## src/rtl/mem_arb32.sv

```systemverilog
// mem_arb32 -- shares one single-port synchronous ram between the
// instruction-fetch path (i_*) and the load/store data path (d_*).
//
// One access is granted per cycle. Data accesses normally win. A pending
// fetch that has been denied STARVE_MAX cycles in a row is forced through
// on the next cycle. Read data comes back from the ram one cycle after the
// grant. It is steered to the port that issued the read, together with a
// one-cycle rvalid strobe.
//
// Ports:
//   clk, reset                    clock, asynchronous active-high reset
//   i_req, i_addr                 fetch read request
//   i_gnt, i_rvalid, i_rdata      fetch grant and read return
//   d_req, d_we, d_addr, d_wdata  data read/write request
//   d_gnt, d_rvalid, d_rdata      data grant and read return
//   mem_ad, mem_d, mem_we, mem_q  single-port ram interface
//   stall                         fetch pending but not granted
//
// Read-owner FSM:
//   state    | meaning
//   OWN_NONE | no read issued last cycle; mem_q is not returned
//   OWN_I    | fetch read issued last cycle; mem_q goes to i_rdata
//   OWN_D    | data read issued last cycle; mem_q goes to d_rdata
module mem_arb32 #(
  parameter int AW         = 32,
  parameter int DW         = 32,
  parameter int STARVE_MAX = 3
) (
  input  logic          clk,
  input  logic          reset,
  input  logic          i_req,
  input  logic [AW-1:0] i_addr,
  output logic          i_gnt,
  output logic          i_rvalid,
  output logic [DW-1:0] i_rdata,
  input  logic          d_req,
  input  logic          d_we,
  input  logic [AW-1:0] d_addr,
  input  logic [DW-1:0] d_wdata,
  output logic          d_gnt,
  output logic          d_rvalid,
  output logic [DW-1:0] d_rdata,
  output logic [AW-1:0] mem_ad,
  output logic [DW-1:0] mem_d,
  output logic          mem_we,
  input  logic [DW-1:0] mem_q,
  output logic          stall
);

  localparam logic [3:0] STARVE_LIM = 4'(STARVE_MAX);

  typedef enum logic [1:0] {
    OWN_NONE = 2'd0,
    OWN_I    = 2'd1,
    OWN_D    = 2'd2
  } owner_t;

  owner_t        rd_owner, rd_owner_nxt;
  logic [3:0]    starve_cnt, starve_cnt_nxt;
  logic [DW-1:0] i_hold, d_hold;
  logic          force_i;

  always_ff @(posedge clk or posedge reset) begin
    if (reset) begin
      rd_owner   <= OWN_NONE;
      starve_cnt <= 4'd0;
      i_hold     <= '0;
      d_hold     <= '0;
    end else begin
      rd_owner   <= rd_owner_nxt;
      starve_cnt <= starve_cnt_nxt;
      // The rdata outputs keep showing the last word returned to each port.
      if (i_rvalid) i_hold <= mem_q;
      if (d_rvalid) d_hold <= mem_q;
    end
  end

  always_comb begin
    force_i        = i_req & (starve_cnt == STARVE_LIM);
    // Grants are held low while reset is asserted. This keeps a write from
    // reaching the ram during reset.
    d_gnt          = ~reset & d_req & ~force_i;
    i_gnt          = ~reset & i_req & ~d_gnt;
    mem_ad         = d_gnt ? d_addr : i_addr;
    mem_d          = d_wdata;
    mem_we         = d_gnt & d_we;
    stall          = i_req & ~i_gnt;

    rd_owner_nxt   = OWN_NONE;
    if (i_gnt)
      rd_owner_nxt = OWN_I;
    else if (d_gnt && !d_we)
      rd_owner_nxt = OWN_D;

    // A fetch that is denied while pending counts up. When the count
    // reaches the limit, force_i blocks d_gnt, so the count never passes
    // STARVE_LIM.
    starve_cnt_nxt = starve_cnt;
    if (!i_req || i_gnt)
      starve_cnt_nxt = 4'd0;
    else if (d_gnt && starve_cnt != STARVE_LIM)
      starve_cnt_nxt = starve_cnt + 4'd1;

    i_rvalid       = (rd_owner == OWN_I);
    d_rvalid       = (rd_owner == OWN_D);
    i_rdata        = i_rvalid ? mem_q : i_hold;
    d_rdata        = d_rvalid ? mem_q : d_hold;
  end

endmodule

```

## config.mk

```make
export PLATFORM = sky130hd
export DESIGN_NAME = mem_arb32
export DESIGN_NICKNAME = d
export VERILOG_FILES = /design/src/rtl/mem_arb32.sv
export SDC_FILE = /design/constraint.sdc
export NUM_CORES = 1
export LEC_CHECK = 0
export ABC_AREA = 1
export BUFFER_PORTS_ARGS = -buffer_cell sky130_fd_sc_hd__buf_4
export CAP_MARGIN = 40
export CORE_ASPECT_RATIO = 0.5
export CORE_MARGIN = 5
export CORE_UTILIZATION = 30
export DETAILED_ROUTE_END_ITERATION = 6
export PLACE_DENSITY_LB_ADDON = 0.12
export SETUP_SLACK_MARGIN = 0.05
export SLEW_MARGIN = 25
export SYNTH_ARGS = -nofsm -noshare
export SYNTH_HDL_FRONTEND = slang
export SYNTH_SLANG_ARGS = --single-unit
```

## constraint.sdc

```tcl
create_clock -name clk -period 3.4 [get_ports clk]
set_input_delay 0.68 -clock clk [delete_from_list [all_inputs] [get_ports clk]]
set_output_delay 0.68 -clock clk [all_outputs]
set_load 0.01 [all_outputs]
```

==> metrics.md, run 1 <==
| Metric | Value |
|---|---|
| Status | `finished, final reports clean` |
| Antenna cells | `0` |
| Pre-CTS setup slack | `782 ps` |
| Power per Cell Area | `523 nW/µm²` |
| Final Non-Filler Cells | `736` |
| Vias | `3,149` |
| Post-DR wirelength/cell | `15.2 µm` |
| Final Cycle Share | `82.8%` |
| Prevailing post-synth register cell | `dfrtp_1` |
| Final WL | `11,200 µm` |
| CP arrival | `2140 ps` |
| Final nets | `720` |
| Design area | `5110 µm²` |
| Synth cell count leaders | `nand2_1, dfrtp_1, inv_1, o21ai_0, nand3_1` |
| Post-DP Area | `4810 µm²` |
| Clock Latency Late Sink | `330 ps` |
| Synth warnings | `0` |
| Fin crit period | `2820 ps` |
| Endpoint class of the critical path | `output pin` |
| Synthesis-stage register bit count | `70` |
| CTS tree | `done` |
| Avg Inst Size Synth | `8.17 µm²` |
| Slowest stage cell, crit path | `nand2_4` |
| H-tree levels | `3` |
| Max VDD drop | `0.241 mV` |
| Area contributors post-synth | `dfrtp_1, nand2_1, buf_4` |
| Max Freq | `0.355 GHz` |
| CTS Sinks | `70` |
| Tot GR Track Use | `16.1%` |
| Die Wd | `162 µm` |
| Cells along the critical path | `ha_1, nand3_4, nand2_4, inv_1, nor2_1, buf_4` |
| Die Ht | `85.9 µm` |
| 1st-iter DRT viols | `81` |
| # rows | `27` |
| Core area | `11,100 µm²` |
| Via density | `4.28` |
| Sequential cell area fraction in the yosys report | `50.7%` |
| Global placer's final weighted congestion | `0.795` |
| Crit Path Max Fanout | `35` |
| Largest area contributor in the netlist | `dfrtp_1` |
| PnR worst setup slack | `584 ps` |
| Ports | `267` |
| Hold Buf Count CTS | `0` |
| Setup bufs post-CTS | `0` |
| Kind of critical path | `flip-flop to output pin` |
| Cts repair resizes | `0` |
| Hold Crit Class | `input pin to asynchronous set/reset pin` |
| Initial antenna violation count | `0` |
| Final ANT Viol Nets | `0` |
| FILL cells | `1,176` |
| Syn Inst Count | `423` |
| Setup TNS | `0 ps` |
| Yosys top cell area share | `50.7%` |
| IO buf count | `202` |
| Vias in the first global route | `3,295` |
| RSZ-0062 raised after global routing | `no` |
| Yosys cell types | `19` |
| First-pass GRT wire length | `17,600 µm` |
| Number of synthesized flops with an enable pin | `0` |
| Total gr overflow | `0` |
| Slew Limit Fails | `0` |
| Share of cells above drive strength 1 | `38.7%` |
| Async SR Flop Fraction | `100%` |
| Detail Placement HPWL | `9070 µm` |
| Rel. slew slack | `54.3%` |
| Largest net degree at the start of global routing | `57` |
| DR DRC count | `0` |
| Worst-Margin Slew | `686 ps` |
| CP Launch Type | `flip-flop` |
| Worst Path Required | `2720 ps` |
| Area Growth Syn to Fin | `48.0%` |
| Max Clock Skew | `1.92 ps` |
| Max Cap Viol | `0` |
| Initial core utilization | `31.1%` |
| CP peak stage delay | `420 ps` |
| Most frequent cell after synthesis | `nand2_1` |
| Root buf cell | `clkbuf_16` |
| Synthesized area | `3450 µm²` |
| Clock transition at path regs | `50 ps` |
| Synthesized Nets | `557` |
| Bufs on Longest Clock Path | `2` |
| Die ar. | `13,900 µm²` |
| Final Hold Viols | `0` |
| Placed cells | `720` |
| CTS buffer count | `9` |
| Reg2Reg Setup Slack | `1660 ps` |
| Lkg Pwr | `2.88 nW` |
| Final Setup Violations | `0` |
| DRT Pass-1 Iters | `4` |
-- worst max-delay path: cells and delay by family, from the launching register on --
kind	cells	cell delay (ps)
buffers and inverters	2	250
adder cells (fa/ha/maj)	1	270
AND/OR/NAND/NOR	3	880
flip-flops	1	390
-- final timing paths --
check / from / cells past startpoint / endpoint
worst max-delay path: starve_cnt[0]$_DFFE_PP0P_ / 6 / i_gnt
worst min-delay path: reset / 2 / rd_owner[1]$_DFF_PP0_
worst max register to register: starve_cnt[0]$_DFFE_PP0P_ / 5 / rd_owner[0]$_DFF_PP0_
worst min register to register: d_hold[22]$_DFF_PP0_ / 2 / d_hold[22]$_DFF_PP0_
max in group asynchronous: reset / 3 / d_hold[29]$_DFF_PP0_
min in group clk: d_hold[22]$_DFF_PP0_ / 2 / d_hold[22]$_DFF_PP0_
-- through the flow --
stage / power, mW / utilization [%] / hold WS [ps]
6_report: 2.67 / 46.0 / 349
3_5_place_dp: 1.78 / 43.3 / 486
3_3_place_gp: 1.77 / 43.0 / 478
4_1_cts: 2.73 / 46.0 / 346
2_1_floorplan: 1.39 / - / 496
5_1_grt: 2.84 / 46.0 / 361
-- logic make-up (layout without fill, tap and decap cells) --
family                   after synthesis  in the layout  share of synthesized area, %
flip-flops                            70             70                          50.7
AND/OR/NAND/NOR                      187            187                          22.7
adder cells (fa/ha/maj)                1              1                         0.362
AO/OA/AOI/OAI                         67             67                          9.71
buffers and inverters                 97            265                          16.2
XOR/XNOR                               1              1                         0.254
-- where the power goes --
part / internal [mW] / switching (mW) / total [mW]
Clock: 0.603 / 0.322 / 0.925
Sequential: 0.976 / 0.0370 / 1.01
Combinational: 0.366 / 0.369 / 0.735
-- cell usage in the layout, fill, tap and decap left out --
| cell type | n |
|---|---|
| nand3_1 | 34 |
| clkbuf_1 | 1 |
| inv_1 | 41 |
| clkinv_2 | 3 |
| dfrtp_1 | 70 |
| o21ai_0 | 42 |
| bufinv_16 | 1 |
| nand2_2 | 1 |
| nand3_4 | 1 |
| nor2_1 | 4 |
| clkbuf_8 | 2 |
| a21oi_1 | 1 |
| nor2_4 | 2 |
| nand4_1 | 1 |
| clkbuf_16 | 9 |
| inv_2 | 1 |
| xnor2_1 | 1 |
| buf_4 | 206 |
| o21ai_1 | 24 |
| nand2_1 | 142 |
| ha_1 | 1 |
| or2_2 | 1 |
| nand2_4 | 1 |
| buf_16 | 1 |
-- cell type report --
class | instances | area, µm² | area share (%)
sequential | 70 | 1750 | 34.3
timing repair buffer | 207 | 1570 | 30.8
multi-input combinational | 256 | 1140 | 22.4
clock buffer | 12 | 256 | 5.02
tap | 145 | 181 | 3.55
inverter | 42 | 158 | 3.08
clock inverter | 4 | 45.0 | 0.881
-- routing by layer --
layer / global-route usage, % / vias up / wire (µm)
met5: 0 / - / 0
met4: 5.22 / 0 / 202
met3: 8.11 / 17 / 1080
met2: 30.3 / 106 / 6100
met1: 15.4 / 1407 / 3830
li1: - / 1619 / -
-- registers in the layout, indices dropped and copies added, names as in the netlist --
name        cells
starve_cnt      4
d_hold         32
rd_owner        2
i_hold         32
(Power assumes the default switching activity.)
==> inputs of run 2 (changes only) <==
ABC_AREA = 0   (was 1)
clock period = 2.4 ns   (was 3.4 ns; I/O delays follow)
==> metrics.md, run 2 <==
| Metric | Value |
|---|---|
| Status | `finished with violations` |
| Failing checks | `setup timing` |
| CTS buffer count | `9` |
| Final Hold Viols | `0` |
| Worst-Margin Slew | `512 ps` |
| Switching share of power | `26.4%` |
| Most frequent cells in the layout | `buf_4, dfrtp_1, mux2_2` |
| Max Freq | `0.406 GHz` |
| Commonest non-fill, non-tap cell in the layout | `buf_4` |
| Final ANT Viol Nets | `0` |
| Fin crit period | `2460 ps` |
| Async SR Flop Fraction | `100%` |
| Max Cap Viol | `0` |
| Synthesized Nets | `374` |
| Final WL | `11,900 µm` |
| Worst Path Required | `1920 ps` |
| Number of synthesized flops with an enable pin | `0` |
| Clock share of power | `33.2%` |
| IO buf count | `202` |
| DRT Pass-1 Iters | `4` |
| Share of cells above drive strength 1 | `79.2%` |
| Global placer's final weighted congestion | `0.879` |
| Power per Cell Area | `732 nW/µm²` |
| Hold Crit Class | `input pin to asynchronous set/reset pin` |
| Slew Limit Fails | `0` |
| Vias in the first global route | `2,903` |
| Synthesis-stage register bit count | `70` |
| Syn Inst Count | `240` |
| Die Ht | `85.8 µm` |
| CP Launch Type | `flip-flop` |
| Avg Inst Size Synth | `14.4 µm²` |
| CTS Sinks | `70` |
| Max Clock Skew | `8.26 ps` |
| Max VDD drop | `0.368 mV` |
| # rows | `27` |
| Reg2reg start | `starve_cnt[0]$_DFFE_PP0P_` |
| Total gr overflow | `0` |
| Top flop regs | `d_hold x32, i_hold x32, starve_cnt x4` |
| Design area | `5500 µm²` |
| Initial core utilization | `31.0%` |
| Yosys cell types | `25` |
| Antenna cells | `0` |
| Final nets | `561` |
| Critical path origin | `starve_cnt[0]$_DFFE_PP0P_` |
| Final Non-Filler Cells | `577` |
| Rel. slew slack | `65.8%` |
| Clock transition at path regs | `60 ps` |
| Most frequent cell after synthesis | `dfrtp_1` |
| Clock Latency Late Sink | `330 ps` |
| Detail Placement HPWL | `9750 µm` |
| Reg2Reg Setup Slack | `970 ps` |
| Sequential power share | `36.1%` |
| Sequential cell area fraction in the yosys report | `50.8%` |
| Switching power total | `1.06 mW` |
| First-pass GRT wire length | `17,600 µm` |
| Synth warnings | `0` |
| Placed cells | `549` |
| Area Growth Syn to Fin | `59.4%` |
| RSZ-0062 raised after global routing | `yes` |
| Bufs on Longest Clock Path | `2` |
| Lkg Pwr | `2.67 nW` |
| Worst R2R End | `rd_owner[1]$_DFF_PP0_` |
| 1st-iter DRT viols | `80` |
| Area contributors post-synth | `dfrtp_1, mux2_2, mux2_4` |
| Die ar. | `13,900 µm²` |
| CP arrival | `1980 ps` |
| Post-DR wirelength/cell | `20.6 µm` |
| Worst Reg-to-Reg Cells | `6` |
| Endpoint class of the critical path | `output pin` |
| Kind of critical path | `flip-flop to output pin` |
| PnR worst setup slack | `-64.7 ps` |
| Prevailing post-synth register cell | `dfrtp_1` |
| DR DRC count | `0` |
| Comb power frac | `30.7%` |
| Initial antenna violation count | `0` |
| Die Wd | `162 µm` |
| Via density | `4.44` |
| Ports | `267` |
| Post-DP Area | `4920 µm²` |
| Final Cycle Share | `103%` |
| Setup TNS | `-1150 ps` |
| H-tree levels | `3` |
| Synth cell count leaders | `dfrtp_1, mux2_2, buf_4` |
| Core area | `11,100 µm²` |
| Largest area contributor in the netlist | `dfrtp_1` |
| Tot GR Track Use | `16.6%` |
| Vias | `2,561` |
| Total power | `4.02 mW` |
| Root buf cell | `clkbuf_16` |
| Largest net degree at the start of global routing | `52` |
| CTS tree | `done` |
| Yosys top cell area share | `50.8%` |
| Final Setup Violations | `31` |
| Crit Path Max Fanout | `9` |
| Synthesized area | `3450 µm²` |
| Cell Int Power | `2.96 mW` |
-- run 2: cell types whose count changed after synthesis, sizes merged, moves of 3 or more --
cell    previous run  this run
nand2            144         3
mux2               0        96
o21ai             66         1
inv               42         3
nand3             35         2
buf               51        42
nor2               6         1
a21oi              1         5
clkbuf             4         1
nor2b              0         3
-- run 2: power by group through the flow --
stage	registers (mW)	clock network [mW]	logic [mW]
after floorplan	1.46	0	0.609
after global placement	1.47	0	1.19
after detailed placement	1.48	0	1.21
after CTS	1.46	1.38	1.23
after global routing	1.48	1.43	1.32
final	1.45	1.33	1.23
-- run 2: cell type report --
type | instances | area, µm²
Sequential cell | 70 | 1750
Clock inverter | 6 | 68.8
Inverter | 3 | 15.0
Timing Repair Buffer | 219 | 1820
Clock buffer | 10 | 239
Tap cell | 145 | 181
Multi-Input combinational cell | 124 | 1420
Fill cell | 997 | 5620
-- run 2: cell families after synthesis --
| family | count (synthesis) | synth area share, % |
|---|---|---|
| compound gates | 7 | 1.38 |
| simple gates | 20 | 3.77 |
| fa+ha+maj | 1 | 0.363 |
| flops | 70 | 50.8 |
| mux | 96 | 34.3 |
| buf+inv | 46 | 9.40 |
-- run 2: metrics by stage --
step           setup slack [ps]  hold WS (ps)  util, %
4_1_cts                   -78.0           220     48.1
3_5_place_dp                124           484     44.3
2_1_floorplan               358           512        -
5_1_grt                    -164           257     49.4
6_report                  -64.7           233     49.4
3_3_place_gp                207           479     44.3
-- run 2: worst max path at each step --
| stage | endpoint | slack (ps) | cells past startpoint |
|---|---|---|---|
| 2_1_floorplan | mem_ad[10] | 360 | 5 |
| 3_3_place_gp | mem_ad[3] | 210 | 6 |
| 3_5_place_dp | mem_ad[2] | 120 | 6 |
| 4_1_cts | mem_ad[27] | -80 | 7 |
| 5_1_grt | mem_ad[31] | -160 | 7 |
| 6_report | mem_ad[20] | -60 | 7 |
-- run 2: routing by layer --
| layer | global-route usage (%) | up-vias | wire length [µm] |
|---|---|---|---|
| li1 | - | 1179 | - |
| met1 | 18.0 | 1241 | 4210 |
| met2 | 31.1 | 132 | 6460 |
| met3 | 6.53 | 9 | 1090 |
| met4 | 3.84 | 0 | 112 |
| met5 | 0 | - | 0 |
-- run 2: timing repair --
action	4_1_cts	5_1_grt
endpoints found under the setup margin	34	56
pin swaps	1	0
hold buffers	0	0
resized for setup	5	22
buffers inserted	6	2
gates cloned	2	2
-- run 2: worst max-delay path, stage by stage (launching register included) --
cell,delay [ps]
dfrtp_1,410
ha_4,180
nor3b_4,150
a21oi_4,160
buf_4,140
buf_12,130
mux2_4,330
buf_4,150
==> inputs of run 3 (changes only) <==
CORE_MARGIN = 3   (was 5)
==> metrics.md, run 3 (same netlist as run 2, synthesis figures left out) <==
| Metric | Value |
|---|---|
| Vias in the first global route | `2,810` |
| Final Cycle Share | `105%` |
| Initial antenna violation count | `0` |
| H-tree levels | `3` |
| CP arrival | `2030 ps` |
| Root buf cell | `clkbuf_16` |
| Max Clock Skew | `5.66 ps` |
| Slew Limit Fails | `0` |
| Sequential power share | `35.2%` |
| Setup TNS | `-2530 ps` |
| Hold Buf Count CTS | `0` |
| Crit Path Max Fanout | `4` |
| Final Setup Violations | `32` |
| DR DRC count | `0` |
| Clock share of power | `34.2%` |
| GR Util met1 | `19.1%` |
| Max VDD drop | `0.282 mV` |
| Post-DP Area | `4910 µm²` |
| Grt met2 use | `31.8%` |
| 1st-iter DRT viols | `111` |
| Clock transition at path regs | `50 ps` |
| Final nets | `565` |
| Fin crit period | `2510 ps` |
| Ports | `267` |
| Post-layout util | `52.9%` |
| Met3 global-route usage | `7.95%` |
| Detail Placement HPWL | `9710 µm` |
| Switching power total | `1.04 mW` |
| Core area | `10,700 µm²` |
| IO buf count | `202` |
| CP Launch Type | `flip-flop` |
| GR peak layer | `met2` |
| Clock Latency Late Sink | `330 ps` |
| Worst Path Required | `1920 ps` |
| Worst-Margin Slew | `312 ps` |
| Via density | `4.55` |
| Pre-CTS setup slack | `129 ps` |
| First-pass GRT wire length | `16,900 µm` |
| Post-DR wirelength/cell | `20.8 µm` |
| Final WL | `11,900 µm` |
| DRT Pass-1 Iters | `4` |
| CTS buffer count | `9` |
| PnR worst setup slack | `-110 ps` |
| Total gr overflow | `0` |
| Final ANT Viol Nets | `0` |
| Share of cells above drive strength 1 | `79.3%` |
| Bufs on Longest Clock Path | `2` |
| Endpoint class of the critical path | `output pin` |
| Max Freq | `0.398 GHz` |
| Lkg Pwr | `2.75 nW` |
| CTS Sinks | `70` |
| Worst R2R End | `rd_owner[1]$_DFF_PP0_` |
| Comb power frac | `30.7%` |
| Die Ht | `81.8 µm` |
| Vias | `2,615` |
| Die Wd | `158 µm` |
| Antenna cells | `0` |
| Failing checks | `setup timing` |
| Rel. slew slack | `79.2%` |
| Max Cap Viol | `0` |
| Status | `finished with violations` |
| Reg2reg start | `starve_cnt[0]$_DFFE_PP0P_` |
| Hold Crit Class | `input pin to asynchronous set/reset pin` |
| Top flop regs | `d_hold x32, i_hold x32, starve_cnt x4` |
| # rows | `26` |
| CTS tree | `done` |
| Largest net degree at the start of global routing | `61` |
| Global placer's final weighted congestion | `0.970` |
| Cell Int Power | `3.10 mW` |
| Worst Reg-to-Reg Cells | `7` |
| Tot GR Track Use | `17.8%` |
| Switching share of power | `25.0%` |
| Die ar. | `12,900 µm²` |
| Most frequent cells in the layout | `buf_4, dfrtp_1, mux2_2` |
| Commonest non-fill, non-tap cell in the layout | `buf_4` |
| Area Growth Syn to Fin | `64.0%` |
| Power per Cell Area | `732 nW/µm²` |
| Initial core utilization | `32.2%` |
| RSZ-0062 raised after global routing | `yes` |
| Reg2Reg Setup Slack | `800 ps` |
| Final Hold Viols | `0` |
| Kind of critical path | `flip-flop to output pin` |
| Min Hold Slack | `155 ps` |
| Design area | `5660 µm²` |
run 3: cell count changes in the layout (fill, tap and decap cells not counted), moves of 2 or more:
cell,delta
buf_6,+21
mux2_2,-5
mux2_4,+5
clkinv_4,-2
buf_16,+2
buf_4,-18
run 3: area by class of cell:
cell class,instances,area (µm²)
fill,924,5050
timing repair buffer,223,1960
sequential,70,1750
multi-input combinational,124,1430
clock buffer,11,253
tap,140,175
clock inverter,4,70.1
inverter,3,15.0
run 3: critical path, stage by stage, from the launching register on:
cell and delay, ps:
dfrtp_1 410, ha_4 170, nor3b_4 160, a21oi_4 220, buf_6 170, clkbuf_16 150, mux2_4 300, buf_6 120
run 3: what timing repair did:
action / in CTS / in global routing
gates cloned: 4 / 2
setup buffers: 7 / 3
pin swaps: 4 / 4
gates resized for setup: 36 / 19
endpoints found under the setup margin: 34 / 35
endpoints found under the hold margin: 0 / 0
run 3: worst max path at each step:
stage,slack [ps],depth (start not counted),from,endpoint
after floorplan,360,5,starve_cnt[0]$_DFFE_PP0P_,mem_ad[10]
after global placement,200,6,starve_cnt[0]$_DFFE_PP0P_,mem_ad[1]
after detailed placement,130,6,starve_cnt[0]$_DFFE_PP0P_,mem_ad[0]
after CTS,-90,7,starve_cnt[1]$_DFFE_PP0P_,mem_ad[22]
after global routing,-190,7,starve_cnt[0]$_DFFE_PP0P_,mem_ad[24]
final,-110,7,starve_cnt[0]$_DFFE_PP0P_,mem_ad[11]
run 3: power by group through the flow:
stage / Sequential (mW) / Combinational [mW] / Clock, mW
after global routing: 1.48 / 1.35 / 1.52
final: 1.46 / 1.27 / 1.42
after detailed placement: 1.48 / 1.21 / 0
after global placement: 1.47 / 1.19 / 0
after CTS: 1.46 / 1.27 / 1.45
after floorplan: 1.46 / 0.609 / 0
run 3: stage by stage:
step / std cells / power [mW]
finish: 575 / 4.14
global placement: 545 / 2.65
detailed placement: 545 / 2.69
global route: 575 / 4.35
CTS: 571 / 4.18
floorplan: 240 / 2.07
run 3: layer usage:
metal	share of wire, %	vias to the layer above
li1	-	1187
met1	36	1300
met2	54	116
met3	9.0	12
met4	1.1	0
met5	0	-
